<file path="config.mk">
export PLATFORM = sky130hd
export DESIGN_NAME = memory_port_arbiter
export DESIGN_NICKNAME = d
export VERILOG_FILES = /design/src/rtl/memory_port_arbiter.sv
export SDC_FILE = /design/constraint.sdc
export NUM_CORES = 1
export LEC_CHECK = 0
export BUFFER_PORTS_ARGS = -buffer_cell sky130_fd_sc_hd__buf_2
export CORE_MARGIN = 1.5
export CORE_UTILIZATION = 46
export DETAILED_ROUTE_END_ITERATION = 8
export PLACE_DENSITY = 0.8
export SYNTH_ARGS = -nofsm -noshare
export SYNTH_HDL_FRONTEND = slang
export SYNTH_SLANG_ARGS = --single-unit
</file>
<file path="constraint.sdc">
create_clock -name clock -period 5.94 [get_ports clock]
set_input_delay 1.188 -clock clock [delete_from_list [all_inputs] [get_ports clock]]
set_output_delay 1.188 -clock clock [all_outputs]
set_load 0.01 [all_outputs]
</file>
<file path="src/rtl/memory_port_arbiter.sv">
// memory_port_arbiter: shares the single-ported memory bus between instruction fetch and the data side.
// Optional macro ARB_ROUND_ROBIN_EN: ties alternate via a last-grant register instead of data-first priority.
//
// state     | meaning
// IDLE      | sample requests, latch the winner's transaction into the bus registers
// ISSUE     | busRequest and all bus outputs held until busAccept
// WAIT_RESP | wait for busResponseValid, capture read data for the owner
// RESPOND   | one-cycle completion pulse to the owner, requests ignored
module memory_port_arbiter (
  input  logic        clock,
  input  logic        reset,
  input  logic        fetchRequest,
  input  logic [31:0] fetchAddress,
  input  logic        fetchKill,
  output logic [31:0] fetchInstruction,
  output logic        fetchValid,
  input  logic        dataReadRequest,
  input  logic        storeValid,
  input  logic [31:0] addressRegister,
  input  logic [31:0] storeData,
  input  logic [3:0]  realStoreByteEnable,
  output logic [31:0] loadData,
  output logic        loadDataValid,
  output logic        storeComplete,
  output logic        busRequest,
  output logic        busWrite,
  output logic [31:0] busAddress,
  output logic [31:0] busWriteData,
  output logic [3:0]  busByteEnable,
  input  logic        busAccept,
  input  logic [31:0] busReadData,
  input  logic        busResponseValid
);

  typedef enum logic [1:0] {IDLE, ISSUE, WAIT_RESP, RESPOND} state_t;
  typedef enum logic {FETCH = 1'b0, DATA = 1'b1} owner_t;

  state_t state, state_next;
  owner_t owner;
  logic   killed;
  logic   data_req, fetch_req, tie_to_fetch;
  logic   grant_data, grant_fetch;

  assign data_req  = storeValid | dataReadRequest;
  // A kill in the same cycle as the request withdraws it before it can be granted.
  assign fetch_req = fetchRequest & ~fetchKill;

`ifdef ARB_ROUND_ROBIN_EN
  owner_t last_grant;

  always_ff @(posedge clock or posedge reset) begin
    if (reset) begin
      last_grant <= FETCH;
    end else if (grant_data) begin
      last_grant <= DATA;
    end else if (grant_fetch) begin
      last_grant <= FETCH;
    end
  end

  assign tie_to_fetch = (last_grant == DATA);
`else
  assign tie_to_fetch = 1'b0;
`endif

  always_comb begin
    grant_data  = 1'b0;
    grant_fetch = 1'b0;
    if (state == IDLE) begin
      grant_data  = data_req && !(fetch_req && tie_to_fetch);
      grant_fetch = fetch_req && !grant_data;
    end
  end

  always_ff @(posedge clock or posedge reset) begin
    if (reset) begin
      state <= IDLE;
    end else begin
      state <= state_next;
    end
  end

  always_comb begin
    state_next = state;
    case (state)
      IDLE:      if (grant_data || grant_fetch) state_next = ISSUE;
      ISSUE:     if (busAccept) state_next = WAIT_RESP;
      WAIT_RESP: if (busResponseValid) state_next = RESPOND;
      RESPOND:   state_next = IDLE;
      default:   state_next = IDLE;
    endcase
  end

  always_ff @(posedge clock or posedge reset) begin
    if (reset) begin
      owner            <= FETCH;
      killed           <= 1'b0;
      busRequest       <= 1'b0;
      busWrite         <= 1'b0;
      busAddress       <= 32'h0;
      busWriteData     <= 32'h0;
      busByteEnable    <= 4'h0;
      fetchInstruction <= 32'h0;
      loadData         <= 32'h0;
      fetchValid       <= 1'b0;
      loadDataValid    <= 1'b0;
      storeComplete    <= 1'b0;
    end else begin
      fetchValid    <= 1'b0;
      loadDataValid <= 1'b0;
      storeComplete <= 1'b0;

      if (state != IDLE && owner == FETCH && fetchKill) begin
        killed <= 1'b1;
      end

      case (state)
        IDLE: begin
          killed <= 1'b0;
          if (grant_data) begin
            owner         <= DATA;
            busRequest    <= 1'b1;
            busWrite      <= storeValid;
            busAddress    <= addressRegister;
            busWriteData  <= storeValid ? storeData : 32'h0;
            busByteEnable <= storeValid ? realStoreByteEnable : 4'b1111;
          end else if (grant_fetch) begin
            owner         <= FETCH;
            busRequest    <= 1'b1;
            busWrite      <= 1'b0;
            busAddress    <= fetchAddress;
            busWriteData  <= 32'h0;
            busByteEnable <= 4'b1111;
          end
        end
        ISSUE: begin
          if (busAccept) begin
            busRequest <= 1'b0;
          end
        end
        WAIT_RESP: begin
          if (busResponseValid) begin
            if (owner == FETCH) begin
              fetchInstruction <= busReadData;
              // The pulse is registered here, so a kill arriving this cycle must be folded in now.
              fetchValid       <= !(killed || fetchKill);
            end else if (busWrite) begin
              storeComplete <= 1'b1;
            end else begin
              loadData      <= busReadData;
              loadDataValid <= 1'b1;
            end
          end
        end
        default: ;
      endcase
    end
  end

endmodule

</file>
==> Yosys cells after proc, flatten, opt, wreduce, memory -nomap -nowiden <==
Cells that the tools add are included.
{ "word_totals": {"wordCells": 76, "in_bits": 140, "ff_bits": 141} }
{ "op_classes": {"n_eq_ne": 7, "n_mux": 34, "n_bitwise": 5, "reduce_logical": 17} }
{ "op_table": {"columns": ["operator", "count"], "rows": [
  ["$mux W32", 5],
  ["$mux W1", 21],
  ["$mux W4", 3],
  ["$reduce_and A3 Y1", 3],
  ["$pmux W2 S4", 1],
  ["$reduce_bool A2 Y1", 4],
  ["$mux W2", 3],
  ["$eq A2 B2 Y1 const B", 2],
  ["$ne A2 B2 Y1 const B", 2],
  ["$reduce_and A4 Y1", 1],
  ["$logic_and A1 B1 Y1", 3],
  ["$ne A3 B3 Y1 const B", 1],
  ["$not A1 Y1", 3],
  ["$eq A2 B1 Y1 const B", 1],
  ["$logic_not A1 Y1", 2],
  ["$logic_not A2 Y1", 1],
  ["$logic_or A1 B1 Y1", 2],
  ["$ne A2 B1 Y1 const B", 1],
  ["$pmux W1 S2", 1],
  ["$reduce_and A2 Y1", 1],
  ["$and A1 B1 Y1", 1],
  ["$or A1 B1 Y1", 1]
]} }

==> Depth between registers and ports, before layout <==
{ "depth": {"word_depth": 7, "depth_mapped": 8, "ltp_nobuf": 6} }

==> Worst setup path after synthesis <==
Ideal clock, no wire load.
{ "synth_timing": {"kind": "input to register", "startpoint": "in busResponseValid", "endpoint": "reg loadData[10]", "slack_ps": 3781, "cell_stages": 5, "arrival_ps": 2035, "t_required_ps": 5815, "setup_ps": 125, "cell_sequence": "nand3_1 -> nand2b_1 -> buf_2 -> buf_2 -> mux2_2"} }
{ "synth_via": {"elab_chain_cells": 1} }
{ "synth_lines": {"columns": ["element", "line_no", "source"], "rows": [
  ["start, declared", "32", "input logic busResponseValid"],
  ["$reduce_and A4 Y1 (no source line)", null, null],
  ["end signal, assigned", "150", "loadData <= busReadData;"],
  ["end, declared", "22", "output logic [31:0] loadData,"]
]} }
Every way passes these cells.
A chain may end at the register's enable or synchronous reset.

==> Final worst setup path <==
{ "layout_timing": {"startpoint": "in dataReadRequest", "endpoint": "reg busAddress[9]"} }
{ "layout_via": {"elab_chain_cells": 6, "elab_cells_between_ends": 8, "cone_classes": "3 x mux; 1 x bitwise; 4 x reduce/logical"} }
{ "layout_lines": {"columns": ["element", "line_no", "source"], "rows": [
  ["start, declared", "17", "input logic dataReadRequest,"],
  ["$or A1 B1 Y1 (*)", "44", "assign data_req = storeValid | dataReadRequest;"],
  ["$logic_not A1 Y1", "71", "grant_fetch = fetch_req && !grant_data;"],
  ["$logic_and A1 B1 Y1", "71", null],
  ["$mux W1", "69", "if (state == IDLE) begin"],
  ["$reduce_bool A2 Y1 (no source line)", null, null],
  ["$reduce_and A2 Y1 (no source line)", null, null],
  ["end signal, assigned", "124", "busAddress <= addressRegister;"],
  ["end signal, assigned", "131", "busAddress <= fetchAddress;"],
  ["end, declared", "27", "output logic [31:0] busAddress,"]
]} }
Every way passes the cells marked *; elsewhere a longest branch is shown, timed or not.

==> out/results.ini <==
[outcome]
status = finished clean

[timing]
worst_pin_slew_ps = 1200
finalSetupViolCount = 0
fmax_ghz = 0.420
hold_viol_final = 0
grt_setup_unrepaired = no
period_share_pct = 40.0
skew_ps = 10.2
fin_ws_ps = 3560
min_period_ps = 2380
slew_headroom_pct = 20.3
report.final.slew_viol_count = 0
tns_ps = 0

[placement]
hpwl_mm = 9.84
place_inst = 808
placedInstanceArea_um2 = 7070
post-place-ws_ps = 3140
place_congestion = 0.774
io_buffer_count = 276

[clock_network]
insertion_delay_ps = 410
postCtsHoldBufs = 0
cts_setup_buffers = 0
clock_tree.buffer_depth = 2
clkTransAtPathRegs_ps = 60
numCtsBuffers = 17
root_buffer = clkbuf_16
cts_num_sinks = 141
ctsResizeCount = 0
cts_tree = built
htreeDepth = 4

[min_path]
hold_depth = 1
min_from = killed$_DFFE_PP0P_
hold-path-endpoint = fetchValid$_DFF_PP0_
hp-class = flip-flop to flip-flop

[logic_synthesis]
synthCells = 406
avgSynthCellArea_um2 = 13.8
synth_edf_count = 0
synth_top_area_cell = dfrtp_1
synthesis.area_um2 = 5600
yosys_warnings = 0
synth_top_area_share_pct = 63.0
synthDistinctLibCells = 26
synth-seq-area-share_pct = 63.0
synthFlopType = dfrtp_1
async_flop_share_pct = 100
synth_nets = 550
synth_area_leaders = dfrtp_1 (63%), mux2_2 (13%), mux2i_1 (5.9%)
yosys_register_bits = 141

[worst_setup_path]
cp_slowest_cell = buf_4
crit_buf_inv = 2
path_cells = buf_2, o21a_1, o21ai_4, buf_4, o21ai_0
critical-path-top-delay-family = buffers and inverters
critPathMaxStageDelay_ps = 660
r2r_end = busWriteData[1]$_DFFE_PP0P_
r2r-start = state[1]$_DFFE_PP0P_
ff2ff_path_depth = 4
start_kind = input port
crit_required_ps = 6180
reg2reg_slack_ps = 3750
crit_type = input port to flip-flop
crit_fanout = 97
cp-end-kind = flip-flop
arrival_ps = 2620

[job]
maxCapViolations = 0

[final_layout]
fill_cells = 886
multi_input_area_um2 = 1910
syn_to_final_growth_pct = 39.0
stdcell_count = 840
seqCellArea_um2 = 3530
postLayoutCoreUtil_pct = 65.1
drive_gt1_share_pct = 54.8
fin_area_um2 = 7780
fin_nets = 824
diodes = 0

[power]
p_per_area_nw_per_um2 = 567
ir_drop_v = 0.000280
leakage_uw = 0.00425

[global_routing]
overflow = 0
track_usage_pct = 21.1
grt_pass1_wl_mm = 20.8
antenna_found_initial = 1
grt_start_max_net_pins = 98
grt_pass1_vias = 4269

[route]
avgViaCountPerCell = 5.11
num_vias = 4294
final_antenna_net_count = 0
dr.pass1.iters = 4
first_iter_violations = 243
wl_per_cell_um = 16.1
routed_wirelength_mm = 13.5
drc_errors = 0

[floorplanning]
coreArea_um2 = 12000
die_w_um = 113
start_util_pct = 46.8
die_y_um = 113
pin_count = 277
rows = 40
die_area_um2 = 12800

-- layer usage --
metal | global-route usage [%] | wire, um | up-vias
li1 | - | - | 1991
met1 | 23.9 | 5430 | 2068
met2 | 37.4 | 6880 | 204
met3 | 6.00 | 865 | 29
met4 | 9.17 | 325 | 2
met5 | 0 | 13 | -
-- cell usage after synthesis (4+ instances only) --
library cell and number:
dfrtp_1 141, mux2_2 65, nand2_1 35, a22o_1 33
mux2i_1 33, o21ai_0 30, buf_2 14, inv_1 9
nor2_1 5, o21ai_1 5, buf_6 4, ha_1 4
nand3_1 4, o22a_1 4
-- cell usage in the layout (no fill, tap or decap), types with 2 or more instances in the layout --
master and n:
nor2_1 5, bufinv_16 7, clkbuf_8 4, o21ai_4 2
a22o_1 33, ha_1 4, o22a_1 4, mux2i_1 33
inv_1 8, nand3_1 3, buf_4 3, o21ai_1 5
mux2_2 65, dfrtp_1 141, o21ai_0 30, clkbuf_1 2
clkbuf_16 17, nand2_1 35, buf_2 276, inv_6 2
a21oi_1 3
-- area by class of cell --
class	count	area share, %
Timing Repair Buffer	279	18.0
Multi-Input combinational cell	232	24.6
Clock inverter	9	2.93
Tap cell	147	2.36
Sequential cell	141	45.3
Clock buffer	23	6.27
Inverter	9	0.498
-- where the power goes --
group          switching (uW)  internal (uW)
Sequential                236           1410
Clock                     389            878
Combinational             762            745
-- sequential cells by signal, indices dropped and copies added, names as in the netlist --
register and cells:
busAddress 32, busWriteData 32, fetchInstruction 32, loadData 32, busByteEnable 4, state 2
busRequest 1, busWrite 1, fetchValid 1, killed 1, loadDataValid 1, owner 1
storeComplete 1
-- worst max-delay path by stage --
stage,start,endpoint,slack [ps],depth (start not counted)
final,dataReadRequest,busAddress[9]$_DFFE_PP0P_,3560,5
after global routing,dataReadRequest,busAddress[4]$_DFFE_PP0P_,3410,5
after CTS,dataReadRequest,busAddress[4]$_DFFE_PP0P_,3550,5
after detailed placement,dataReadRequest,busAddress[16]$_DFFE_PP0P_,3140,5
after global placement,dataReadRequest,busAddress[30]$_DFFE_PP0P_,3230,5
after floorplan,reset,busAddress[0]$_DFFE_PP0P_,970,1
-- stage by stage --
stage,hold WS (ps),total power (uW)
finish,434,4420
global route,448,4660
CTS,438,4460
detailed placement,431,3180
global placement,423,3100
floorplan,408,2530
-- kinds of logic after synthesis --
kind of cell    after synthesis  share of synthesized area [%]
compound gates               79                           9.78
flops                       141                           63.0
mux                          98                           19.0
simple gates                 51                           4.11
fa+ha+maj                     4                          0.893
buf+inv                      33                           3.26
Note: power is estimated with default switching activity, not from simulation.
